**src/rtl/residual_add_collector_pkg.sv**
```systemverilog
// Shared transformer definitions: Q8.8 constants,
// saturating add helper and collector state codes.
package residual_add_collector_pkg;

    localparam int Q_WIDTH     = 16;
    localparam int Q_FRAC_BITS = 8;

    localparam logic signed [Q_WIDTH-1:0] Q_MAX =
        {1'b0, {(Q_WIDTH-1){1'b1}}};
    localparam logic signed [Q_WIDTH-1:0] Q_MIN =
        {1'b1, {(Q_WIDTH-1){1'b0}}};

    localparam logic [1:0] FILL  = 2'd0;
    localparam logic [1:0] START = 2'd1;
    localparam logic [1:0] WAIT  = 2'd2;

    function automatic logic signed [Q_WIDTH-1:0] q_sat_add(
        input logic signed [Q_WIDTH-1:0] a,
        input logic signed [Q_WIDTH-1:0] b
    );
        logic signed [Q_WIDTH:0] w;
        w = {a[Q_WIDTH-1], a} + {b[Q_WIDTH-1], b};
        if (w[Q_WIDTH] != w[Q_WIDTH-1])
            return w[Q_WIDTH] ? Q_MIN : Q_MAX;
        return w[Q_WIDTH-1:0];
    endfunction

endpackage

```
**src/rtl/residual_add_collector_if.sv**
```systemverilog
// Element-serial sublayer/residual stream
// with valid/ready handshake.
interface residual_add_collector_if #(
    parameter int DATA_WIDTH = 16
);
    logic                         in_valid;
    logic                         in_ready;
    logic signed [DATA_WIDTH-1:0] in_data;
    logic signed [DATA_WIDTH-1:0] in_resid;
    logic                         in_last;

    modport master (
        output in_valid, in_data, in_resid, in_last,
        input  in_ready
    );

    modport slave (
        input  in_valid, in_data, in_resid, in_last,
        output in_ready
    );
endinterface

```
**src/rtl/residual_add_collector_sat_add_q.sv**
```systemverilog
// Combinational signed saturating adder with
// overflow flag; shared with the FFN residual path.
module sat_add_q #(
    parameter int W = 16
) (
    input  logic signed [W-1:0] a,
    input  logic signed [W-1:0] b,
    output logic signed [W-1:0] sum,
    output logic                ovf
);
    logic signed [W:0] wide;

    always_comb begin
        wide = {a[W-1], a} + {b[W-1], b};
        ovf  = (wide[W] != wide[W-1]);
        sum  = wide[W-1:0];
        if (ovf)
            sum = wide[W] ? {1'b1, {(W-1){1'b0}}}
                          : {1'b0, {(W-1){1'b1}}};
    end
endmodule

```
**src/rtl/residual_add_collector.sv**
```systemverilog
// Residual add + vector collector feeding
// layer_norm_unit; holds vector until op_done.
module residual_add_collector
    import residual_add_collector_pkg::*;
#(
    parameter int FEATURE_DIM = 4,
    parameter int DATA_WIDTH  = 16,
    parameter int IDX_WIDTH   = $clog2(FEATURE_DIM),
    parameter int CNT_WIDTH   = 16
) (
    input  logic                              clk,
    input  logic                              rst,
    residual_add_collector_if.slave           up,
    output logic [FEATURE_DIM*DATA_WIDTH-1:0] vec_out,
    output logic                              ln_start,
    input  logic                              ln_done,
    output logic                              frame_err,
    output logic [CNT_WIDTH-1:0]              sat_count,
    output logic                              state_busy
);
    logic [1:0]                   state;
    logic [IDX_WIDTH-1:0]         idx;
    logic signed [DATA_WIDTH-1:0] sum;
    logic                         ovf;
    logic                         xfer;
    logic                         at_end;

    sat_add_q #(.W(DATA_WIDTH)) u_add (
        .a   (up.in_data),
        .b   (up.in_resid),
        .sum (sum),
        .ovf (ovf)
    );

    assign up.in_ready  = (state == FILL);
    assign ln_start     = (state == START);
    assign state_busy   = (state != FILL);
    assign xfer         = up.in_valid && up.in_ready;
    assign at_end       =
        (idx == IDX_WIDTH'(FEATURE_DIM - 1));

    always_ff @(posedge clk) begin
        if (rst) begin
            state     <= FILL;
            idx       <= '0;
            vec_out   <= '0;
            frame_err <= 1'b0;
            sat_count <= '0;
        end else begin
            if (xfer && ovf && sat_count != '1)
                sat_count <= sat_count + 1'b1;
            // last flag must coincide with the final slot
            if (xfer && (at_end != up.in_last))
                frame_err <= 1'b1;
            case (state)
                FILL: if (xfer) begin
                    vec_out[idx*DATA_WIDTH +: DATA_WIDTH]
                        <= sum;
                    if (at_end) begin
                        idx   <= '0;
                        state <= START;
                    end else if (up.in_last) begin
                        idx <= '0;
                    end else begin
                        idx <= idx + IDX_WIDTH'(1);
                    end
                end
                START: state <= WAIT;
                WAIT:  if (ln_done) state <= FILL;
                default: state <= FILL;
            endcase
        end
    end
endmodule

```
**src/flat_wrapper.sv**
```systemverilog
// flat-port wrapper written by rule: the top's interface ports become plain ports
module residual_add_collector_flat import residual_add_collector_pkg::*;
#(
    parameter int FEATURE_DIM = 4,
    parameter int DATA_WIDTH  = 16,
    parameter int IDX_WIDTH   = $clog2(FEATURE_DIM),
    parameter int CNT_WIDTH   = 16
)
  (clk, rst, vec_out, ln_start, ln_done, frame_err, sat_count, state_busy, up_in_valid, up_in_data, up_in_resid, up_in_last, up_in_ready);
  residual_add_collector_if #(.DATA_WIDTH(DATA_WIDTH)) up_i ();
  input  logic clk;
  input  logic rst;
  output logic [FEATURE_DIM*DATA_WIDTH-1:0] vec_out;
  output logic ln_start;
  input  logic ln_done;
  output logic frame_err;
  output logic [CNT_WIDTH-1:0] sat_count;
  output logic state_busy;
  input wire logic [$bits(up_i.in_valid)-1:0] up_in_valid;
  input wire logic [$bits(up_i.in_data)-1:0] up_in_data;
  input wire logic [$bits(up_i.in_resid)-1:0] up_in_resid;
  input wire logic [$bits(up_i.in_last)-1:0] up_in_last;
  output wire logic [$bits(up_i.in_ready)-1:0] up_in_ready;
  assign up_i.in_valid = up_in_valid;
  assign up_i.in_data = up_in_data;
  assign up_i.in_resid = up_in_resid;
  assign up_i.in_last = up_in_last;
  assign up_in_ready = up_i.in_ready;
  residual_add_collector #(.FEATURE_DIM(FEATURE_DIM), .DATA_WIDTH(DATA_WIDTH), .IDX_WIDTH(IDX_WIDTH), .CNT_WIDTH(CNT_WIDTH)) u_core (.clk(clk), .rst(rst), .up(up_i), .vec_out(vec_out), .ln_start(ln_start), .ln_done(ln_done), .frame_err(frame_err), .sat_count(sat_count), .state_busy(state_busy));
endmodule
```
**config.mk**
```make
export PLATFORM = sky130hd
export DESIGN_NAME = residual_add_collector_flat
export DESIGN_NICKNAME = d
export VERILOG_FILES = /design/src/rtl/residual_add_collector_pkg.sv /design/src/rtl/residual_add_collector_if.sv /design/src/rtl/residual_add_collector_sat_add_q.sv /design/src/rtl/residual_add_collector.sv /design/src/flat_wrapper.sv
export SDC_FILE = /design/constraint.sdc
export NUM_CORES = 1
export LEC_CHECK = 0
export BUFFER_PORTS_ARGS = -buffer_cell sky130_fd_sc_hd__buf_2
export CORE_UTILIZATION = 45
export DETAILED_ROUTE_END_ITERATION = 7
export GPL_TIMING_DRIVEN = 0
export PLACE_DENSITY = 0.67
export SYNTH_ARGS = -nofsm -noshare
export SYNTH_HDL_FRONTEND = slang
export SYNTH_SLANG_ARGS = --single-unit
```
**constraint.sdc**
```tcl
create_clock -name clk -period 3.92 [get_ports clk]
set_input_delay 0.588 -clock clk [delete_from_list [all_inputs] [get_ports clk]]
set_output_delay 0.588 -clock clk [all_outputs]
set_load 0.03 [all_outputs]
```
==> results_dict.tcl, run 1 <==
set metrics [dict create \
    whs_ps 460.7 \
    grt_max_degree 16 \
    fin_cells 698 \
    grt_overflow 0 \
    fillers 867 \
    cts_resized 0 \
    worst_path_most_repeated_cell "a221oi_4" \
    hold_buffers 0 \
    async_reset_ff_share_pct 0 \
    critPathCaptureType "flop" \
    vias 4030 \
    setup_tns_ps 0 \
    grt.total_usage_pct 23.22 \
    core_area_mm2 0.009196 \
    worst_pin_slew_ps 713.9 \
    diodes 0 \
    htreeDepth 3 \
    cpPeakStageDelay_ps 590 \
    setup_viol 0 \
    hold_viol_final 0 \
    p_per_area_mw_per_mm2 386.8 \
    dieWidth_um 99.35 \
    holdCritPathClass "flop to flop" \
    cp_cell_sequence "buf_2, ha_1, fa_1, a21o_2, a221oi_4, o221a_2, a2111oi_2, a221oi_4, o31a_1, o21ai_1" \
    setup.worst_path.start_class "primary input" \
    place_ws_ps 339.4 \
    cts_buffer_depth 2 \
    post_drt_wl_per_cell_um 16.20 \
    yosysUniqueCellTypes 60 \
    ys_seq_elements 85 \
    slew_viol_final 0 \
    worst_slack_ps 722.1 \
    synth_edf_count 0 \
    finalCriticalPeriod_ps 3198 \
    clk_latency_ps 360 \
    die_area_mm2 0.009869 \
    fp.dieH_um 99.35 \
    rrSetupSlack_ps 1340 \
    cts_sinks 85 \
    power.total_mw 2.015 \
    yosysSeqAreaShare_pct 39.91 \
    gp_congestion 0.8486 \
    crit_family "compound AO/OA/AOI/OAI gates" \
    slew_headroom_pct 52.41 \
    ir_drop_v 0.0001799 \
    cts_buffers 9 \
    start_util_pct 46.37 \
    clk_pin_slew_ps 80 \
    yosysWarnings 0 \
    min_path_cells 2 \
    crit_fanout 8 \
    min_from "u_core.vec_out[19]" \
    totalWireLength_um 11310 \
    synth.cell_area_mm2 0.004264 \
    maxCapViolations 0 \
    synthFlopType "dfxtp_1" \
    layout_common_cells "buf_2, dfxtp_1, nand2_1" \
    post_cts_buffers 0 \
    min_period_over_period_pct 81.58 \
    antenna_found_initial 0 \
    crit_buf_inv 1 \
    post-dp-hpwl_um 8816 \
    fin_skew_ps 10.17 \
    critical_path.slowest_cell "a221oi_4" \
    drtIter0Drc 192 \
    layout_commonest_cell "buf_2" \
    drc_errors 0 \
    rr_startpoint "u_core.sat_count[6]" \
    placementRows 35 \
    final_nets 642 \
    antenna_left 0 \
    io_buffers 120 \
    leakage_nw 2.328 \
    grt_pass1_wl_um 18110 \
    placed_cells 682 \
    netlist_instances 451 \
    r2r_cells 7 \
    cts_root_buf "clkbuf_8" \
    avgSynthCellArea_um2 9.455 \
    r2r_end "u_core.sat_count[0]" \
    max_freq_ghz 0.3127 \
    crit_arrival_ps 3440 \
    crit_required_ps 4160 \
    status "complete, no violations" \
    synth_nets 511 \
    grt_pass1_vias 3653 \
    firstDrtPassIters 5 \
    crit_type "primary input to flop" \
    drive_gt1_share_pct 29.30 \
    whs_endpoint "u_core.vec_out[19]" \
    ioPinCount 121 \
    syn2layout_area_growth_pct 22.18 \
    crit_cells 10 \
    cts_tree "done" \
    vias_per_cell 5.774 \
    rsz0062_at_grt "no" \
]
## stage by stage
stage / utilization, % / area [µm²]
after floorplan: - / 4264
after global placement: 54.41 / 5004
after detailed placement: 54.41 / 5004
after CTS: 56.65 / 5210
after global routing: 56.65 / 5210
final: 56.65 / 5210
## cell usage after synthesis (all sizes together) (2+ instances only)
library cell / number / area (µm²)
dfxtp: 85 / 1702
nand2: 47 / 176.4
a21oi: 40 / 204.0
a221o: 36 / 360.4
nor2: 31 / 153.9
ha: 22 / 275.3
o21ai: 18 / 97.60
nand3: 15 / 75.07
o31ai: 14 / 105.1
clkbuf: 11 / 61.31
or4: 10 / 75.07
and3: 9 / 57.56
inv: 9 / 33.78
a22o: 8 / 70.07
xnor2: 8 / 77.58
a21o: 7 / 61.31
nand4: 7 / 43.79
nor3: 7 / 35.03
or3: 7 / 45.05
buf: 6 / 48.79
o211ai: 6 / 45.04
xor2: 5 / 43.79
and2: 4 / 25.02
nor2b: 4 / 25.02
o21a: 4 / 30.03
mux2: 3 / 33.78
or2: 3 / 18.77
a211o: 2 / 17.52
a221oi: 2 / 52.55
nand2b: 2 / 12.51
nor3b: 2 / 15.01
## registers in the layout (all words and copies together) (netlist names)
register          flops
u_core.vec_out       64
u_core.idx            2
u_core.sat_count     16
u_core.state          2
u_core.frame_err      1
## cell families after synthesis
family / count (synthesis) / share of synthesized area (%)
buf+inv: 26 / 3.374
mux: 4 / 1.027
compound gates: 148 / 27.20
simple gates: 151 / 18.49
fa+ha+maj: 24 / 7.160
flops: 85 / 39.91
xor+xnor: 13 / 2.846
## tightest hold or removal path, cell delays in order, from the launching register on
cell and delay, ps:
dfxtp_1 330, nand2_1 50, o31ai_1 50
## how the worst max path moves through the flow
| stage | start | end |
|---|---|---|
| after global routing | up_in_resid[0] | u_core.sat_count[12] |
| after CTS | up_in_resid[0] | u_core.vec_out[56] |
| final | up_in_resid[0] | u_core.vec_out[56] |
| after floorplan | up_in_resid[0] | u_core.sat_count[13] |
| after global placement | up_in_resid[0] | u_core.vec_out[40] |
| after detailed placement | up_in_resid[0] | u_core.vec_out[8] |
## per-layer routing
layer	share of wire (%)	global-route usage (%)	vias up	wire (µm)
met2	48	38.14	113	5462
met5	0	0	-	0
met1	45	30.51	1913	5071
met4	2.1	8.824	0	242
li1	-	-	1986	-
met3	4.7	4.076	18	531
## layout make-up
| type | instances | area [µm²] | share of cell area [%] |
|---|---|---|---|
| inverter | 9 | 33.78 | 0.6484 |
| clock buffer | 10 | 137.6 | 2.642 |
| multi-input combinational | 340 | 2419 | 46.42 |
| clock inverter | 6 | 68.82 | 1.321 |
| buffer | 17 | 110.1 | 2.113 |
| sequential | 85 | 1702 | 32.66 |
| tap | 111 | 138.9 | 2.666 |
| timing repair buffer | 120 | 600.6 | 11.53 |
## power breakdown
| part | internal [mW] | switching (mW) | leakage, nW |
|---|---|---|---|
| Combinational | 0.162 | 0.305 | 1.54 |
| Clock | 0.316 | 0.326 | 0.103 |
| Sequential | 0.889 | 0.0177 | 0.688 |
| Total | 1.37 | 0.648 | 2.33 |
Note: power is estimated with default switching activity, not from simulation.
==> run 2: changes to the inputs <==
==> constraint.sdc (replaced) <==
create_clock -name clk -period 2.95 [get_ports clk]
set_input_delay 0.4425 -clock clk [delete_from_list [all_inputs] [get_ports clk]]
set_output_delay 0.4425 -clock clk [all_outputs]
set_load 0.03 [all_outputs]
==> run 2 against run 1 <==
Compared with the run above:
- sequential cell count unchanged
- combinational power rose by 42%
- highest routed layer unchanged
- via count barely moved
- cell area is 1.8% higher
- core utilization is 0.99 points higher
- largest power group unchanged
- non-clock buffer count increased by 5
- clock skew is essentially flat
==> results_dict.tcl, run 2 (synthesis gave the netlist of run 1 again) <==
set metrics [dict create \
    antenna_left 0 \
    firstDrtPassIters 8 \
    hold_viol_final 0 \
    post-dp-hpwl_um 8784 \
    drtIter0Drc 136 \
    holdCritPathClass "primary input to flop" \
    drive_gt1_share_pct 30.41 \
    power_frac_seq_pct 45.9 \
    cts_root_buf "clkbuf_8" \
    crit_type "primary input to flop" \
    vias 4031 \
    clk_pin_slew_ps 80 \
    fin_skew_ps 10.39 \
    p_per_area_mw_per_mm2 494.3 \
    crit_fanout 8 \
    leakage_nw 2.360 \
    cts_buffers 9 \
    final_core_util_pct 57.65 \
    cts_buffer_depth 2 \
    vias_per_cell 5.734 \
    largest_reg_flops 64 \
    slew_headroom_pct 58.24 \
    crit_arrival_ps 3140 \
    share_comb_of_total_power_pct 25.2 \
    setup.worst_path.start_class "primary input" \
    rsz0062_at_grt "no" \
    place_ws_ps -433.2 \
    finalCriticalPeriod_ps 2855 \
    worst_slack_ps 94.51 \
    worst_pin_slew_ps 621.6 \
    layout_common_cells "buf_2, dfxtp_1, nand2_1" \
    grt_max_degree 16 \
    min_period_over_period_pct 96.80 \
    cts_tree "done" \
    p_sw_share_pct 32.93 \
    cts_sinks 85 \
    setup_viol 0 \
    grt_pass1_vias 3631 \
    fillers 837 \
    antenna_found_initial 0 \
    ir_drop_v 0.0002217 \
    grt_overflow 0 \
    totalWireLength_um 11260 \
    largest-register "u_core.vec_out" \
    die_area_mm2 0.009869 \
    p_int_mw 1.758 \
    ioPinCount 121 \
    p_clk_share_pct 28.8 \
    dieWidth_um 99.35 \
    max_freq_ghz 0.3502 \
    fin_cells 703 \
    gp_congestion 0.8366 \
    top_regs "u_core.vec_out x64, u_core.sat_count x16" \
    core_area_mm2 0.009196 \
    fp.dieH_um 99.35 \
    start_util_pct 46.37 \
    critPathCaptureType "flop" \
    syn2layout_area_growth_pct 24.33 \
    grt.total_usage_pct 22.81 \
    maxCapViolations 0 \
    setup_tns_ps 0 \
    slew_viol_final 0 \
    io_buffers 120 \
    final_nets 647 \
    placementRows 35 \
    layout_commonest_cell "buf_2" \
    switchingPower_mw 0.8628 \
    placed_cells 682 \
    drc_errors 0 \
    status "complete, no violations" \
    htreeDepth 3 \
    clk_latency_ps 350 \
    grt_pass1_wl_um 17820 \
    crit_required_ps 3230 \
    diodes 0 \
    post_drt_wl_per_cell_um 16.02 \
]
run 2: power groups by stage:
stage                     logic (mW)  clock network (mW)  registers (mW)
after global routing           0.717               0.830            1.21
after detailed placement       0.618                   0            1.23
after floorplan                0.380                   0            1.29
final                          0.662               0.756            1.20
after CTS                      0.643               0.772            1.20
after global placement         0.609                   0            1.23
run 2: what timing repair did:
action                                 in CTS  in global routing
hold buffers                                0                  0
pin swaps                                   1                  4
resized for setup                           2                  5
endpoints found under the hold margin       0                  0
setup endpoints to repair                  43                  8
setup buffers                               2                  3
run 2: final timing paths:
path                            slack [ps]  cells after the start                 from                   to
worst max-delay path                    90                     11       up_in_resid[0]  u_core.sat_count[7]
worst min-delay path                   420                      4              ln_done      u_core.state[1]
worst max register to register         360                      7  u_core.sat_count[6]  u_core.sat_count[0]
worst min register to register         460                      2   u_core.vec_out[24]   u_core.vec_out[24]
run 2: metrics by stage:
step                instance area [µm²]  power (mW)  hold WS, ps
floorplan                          4273       1.673        480.2
global placement                   5012       1.838        432.0
detailed placement                 5012       1.848        442.5
CTS                                5245       2.618        408.9
global route                       5301       2.755        406.3
finish                             5301       2.621        417.6
run 2: metal layers:
layer  vias up  track usage, %  wire length, µm
met1      1901           29.26             5095
met4         0           9.615              251
met3        20           3.795              392
met5         -               0                0
met2       110           38.03             5520
li1       2000               -                -
run 2: cell type report:
cell class / instances / area, µm² / area share [%]
multi-input combinational: 340 / 2481 / 46.80
buffer: 17 / 110.1 / 2.077
clock inverter: 6 / 47.55 / 0.8969
clock buffer: 10 / 137.6 / 2.596
inverter: 9 / 33.78 / 0.6372
sequential: 85 / 1702 / 32.10
timing repair buffer: 125 / 650.6 / 12.27
tap: 111 / 138.9 / 2.620
run 2: critical path, stage by stage:
cell      delay, ps
buf_2           100
ha_1            230
fa_2            360
a21o_2          250
a221oi_4        370
o221ai_4        170
a31oi_4         280
xnor2_4         160
buf_4           160
or4_1           470
a21oi_1         160
==> run 3: changes to the inputs <==
--- a/config.mk
+++ b/config.mk
@@ -5,11 +5,13 @@
 export SDC_FILE = /design/constraint.sdc
 export NUM_CORES = 1
 export LEC_CHECK = 0
+export ABC_AREA = 1
 export BUFFER_PORTS_ARGS = -buffer_cell sky130_fd_sc_hd__buf_2
 export CORE_UTILIZATION = 45
+export CTS_BUF_LIST = sky130_fd_sc_hd__clkbuf_2 sky130_fd_sc_hd__clkbuf_4 sky130_fd_sc_hd__clkbuf_8
 export DETAILED_ROUTE_END_ITERATION = 7
 export GPL_TIMING_DRIVEN = 0
-export PLACE_DENSITY = 0.67
+export PLACE_DENSITY = 0.65
 export SYNTH_ARGS = -nofsm -noshare
 export SYNTH_HDL_FRONTEND = slang
 export SYNTH_SLANG_ARGS = --single-unit
==> constraint.sdc (replaced) <==
create_clock -name clk -period 2.95 [get_ports clk]
set_input_delay 0.59 -clock clk [delete_from_list [all_inputs] [get_ports clk]]
set_output_delay 0.59 -clock clk [all_outputs]
set_load 0.03 [all_outputs]
==> run 3 against run 2 <==
Compared with the run above:
- combinational power is 8.0% higher
- synthesized area is 15% higher
- non-clock buffer count is 6 higher
- via count is 24% higher
- register-to-register slack better by 200 ps
- power is 6.0% higher
- global-route usage is 1.5 points higher
- worst hold slack better by 47 ps
- critical path depth is 6 higher
- fmax is 12% higher
- clock skew is 3.6 ps lower
- worst setup slack better by 310 ps
- critical endpoint is now u_core.vec_out[50]
==> results_dict.tcl, run 3 <==
set metrics [dict create \
    status "complete, no violations" \
    vias_per_cell 5.028 \
    crit_type "primary input to flop" \
    largest-register "u_core.vec_out" \
    synthXorXnorAreaFrac_pct 3.035 \
    fin_skew_ps 6.761 \
    layout_common_cells "nand2_1, buf_2, nor2_1" \
    cts_root_buf "clkbuf_8" \
    drc_errors 0 \
    dieWidth_um 106.4 \
    top_regs "u_core.vec_out x64, u_core.sat_count x16" \
    muxShareOfSynthArea_pct 0 \
    synth.top_cell.area_share_pct 34.69 \
    synth.most_common_cell "nand2_1" \
    final_nets 913 \
    clk_latency_ps 360 \
    placed_cells 978 \
    max_freq_ghz 0.3930 \
    whs_ps 465.1 \
    netlist_instances 722 \
    ys_seq_elements 85 \
    p_clk_share_pct 31.2 \
    slew_viol_final 0 \
    synth_nets 782 \
    synthSimpleGateAreaFrac_pct 38.43 \
    crit_arrival_ps 2830 \
    finalCriticalPeriod_ps 2545 \
    yosysSeqAreaShare_pct 34.69 \
    share_comb_of_total_power_pct 25.7 \
    p_sw_share_pct 33.86 \
    synth_adder_area_share_pct 6.019 \
    hold_buffers 0 \
    maxCapViolations 0 \
    yosysUniqueCellTypes 37 \
    largest_reg_flops 64 \
    async_reset_ff_share_pct 0 \
    antenna_found_initial 0 \
    core_area_mm2 0.01046 \
    syn2layout_area_growth_pct 19.84 \
    antenna_left 0 \
    synth_top_family_by_area "simple AND/OR/NAND/NOR gates" \
    cts_tree "done" \
    htreeDepth 3 \
    setup.worst_path.start_class "primary input" \
    power_frac_seq_pct 43.1 \
    gp_congestion 0.8426 \
    cts_sinks 85 \
    critPathCaptureType "flop" \
    avgSynthCellArea_um2 6.795 \
    ys_top_cells_by_area "dfxtp_1, nand2_1, nor2_1" \
    leakage_nw 2.922 \
    start_util_pct 46.89 \
    placementRows 37 \
    die_area_mm2 0.01132 \
    p_per_area_mw_per_mm2 472.3 \
    min_period_over_period_pct 86.27 \
    worst_pin_slew_ps 581.8 \
    fin_cells 993 \
    firstDrtPassIters 5 \
    post_drt_wl_per_cell_um 13.38 \
    grt_pass1_vias 4404 \
    synth.cell_area_mm2 0.004906 \
    rsz0062_at_grt "no" \
    slew_headroom_pct 61.22 \
    hold_viol_final 0 \
    setup_viol 0 \
    synth_compound_area_share_pct 8.110 \
    ir_drop_v 0.0002992 \
    grt.total_usage_pct 24.31 \
    diodes 0 \
    crit_required_ps 3240 \
    totalWireLength_um 13280 \
    cts_buffers 9 \
    io_buffers 120 \
    post-dp-hpwl_um 10320 \
    grt_overflow 0 \
    clk_pin_slew_ps 80 \
    holdCritPathClass "flop to flop" \
    synthFlopType "dfxtp_1" \
    cts_buffer_depth 2 \
    switchingPower_mw 0.9401 \
    grt_max_degree 14 \
    layout_commonest_cell "nand2_1" \
    drive_gt1_share_pct 22.75 \
    vias 4993 \
    post_cts_buffers 0 \
    setup_tns_ps 0 \
    crit_fanout 10 \
    grt_pass1_wl_um 21630 \
    synth_edf_count 0 \
    yosysWarnings 0 \
    rrSetupSlack_ps 560 \
    cts_resized 0 \
    fp.dieH_um 106.4 \
    synth_top_area_cell "dfxtp_1" \
    ioPinCount 121 \
    drtIter0Drc 269 \
    synth_commonest_cells "nand2_1, nor2_1, dfxtp_1, inv_1, a21oi_1" \
    final_core_util_pct 56.19 \
    p_int_mw 1.837 \
]
[run 3: changes by cell type after synthesis, moves of 8 or more]
cell | before | now
nand2_4 | 0 | 10
nand2_1 | 47 | 181
a22o_1 | 8 | 0
nor2_1 | 24 | 106
inv_1 | 9 | 80
a21oi_1 | 39 | 59
nand4_1 | 7 | 28
o21ai_0 | 12 | 3
o31ai_1 | 14 | 0
or4_1 | 10 | 0
nand4_2 | 0 | 8
nand3_1 | 15 | 37
a221o_1 | 36 | 0
nand2_2 | 0 | 13
[run 3: per-stage QoR]
step                setup WS, ps  power [mW]  cell area [µm²]
finish                     405.2       2.777             5879
global route               238.8       2.914             5879
CTS                        397.2       2.783             5879
detailed placement         19.60       1.933             5677
global placement           69.49       1.923             5677
floorplan                  513.9       1.728             4906
[run 3: final timing paths]
kind,start,to,cells past startpoint
worst min-delay path,u_core.vec_out[13],u_core.vec_out[13],2
worst max-delay path,up_in_resid[0],u_core.vec_out[50],17
worst max register to register,u_core.idx[0],u_core.vec_out[10],10
worst min register to register,u_core.vec_out[13],u_core.vec_out[13],2
[run 3: power groups by stage]
| stage | combinational [mW] | clock [mW] | sequential [mW] |
|---|---|---|---|
| after floorplan | 0.457 | 0 | 1.27 |
| after global placement | 0.702 | 0 | 1.22 |
| after detailed placement | 0.710 | 0 | 1.22 |
| after CTS | 0.713 | 0.874 | 1.20 |
| after global routing | 0.785 | 0.928 | 1.20 |
| final | 0.715 | 0.866 | 1.20 |
[run 3: layout make-up]
type	count	area, µm²
fillers	1062	4583
multi-input cells	521	2728
flip-flops and latches	85	1702
repair buffers	120	600.6
inverters	88	330.3
well taps	136	170.2
clock buffers	12	158.9
plain buffers	28	146.4
clock inverters	3	43.79
[run 3: logic make-up after synthesis]
| group | Yosys count |
|---|---|
| buf+inv | 116 |
| simple gates | 405 |
| flops | 85 |
| xor+xnor | 17 |
| fa+ha+maj | 23 |
| compound gates | 76 |
[run 3: metal layers]
metal	GRT usage, %	part of all wire (%)	up-vias
met4	5.479	1.2	0
met5	0	0	-
met2	38.73	45	171
met3	5.886	6.6	14
met1	33.11	47	2232
li1	-	-	2576
[run 3: critical path, cell delays in order]
cell and delay (ps):
buf_2 100, ha_1 210, fa_1 400, nand2_1 90, nand2_1 80, nand3_1 100, nand2_2 100, nand2_2 100
nand2_2 50, nand2_1 70, nand2_2 70, nand2_2 150, buf_6 170, nand2_1 60, nand2_1 170, nand4_1 150
a21oi_1 160
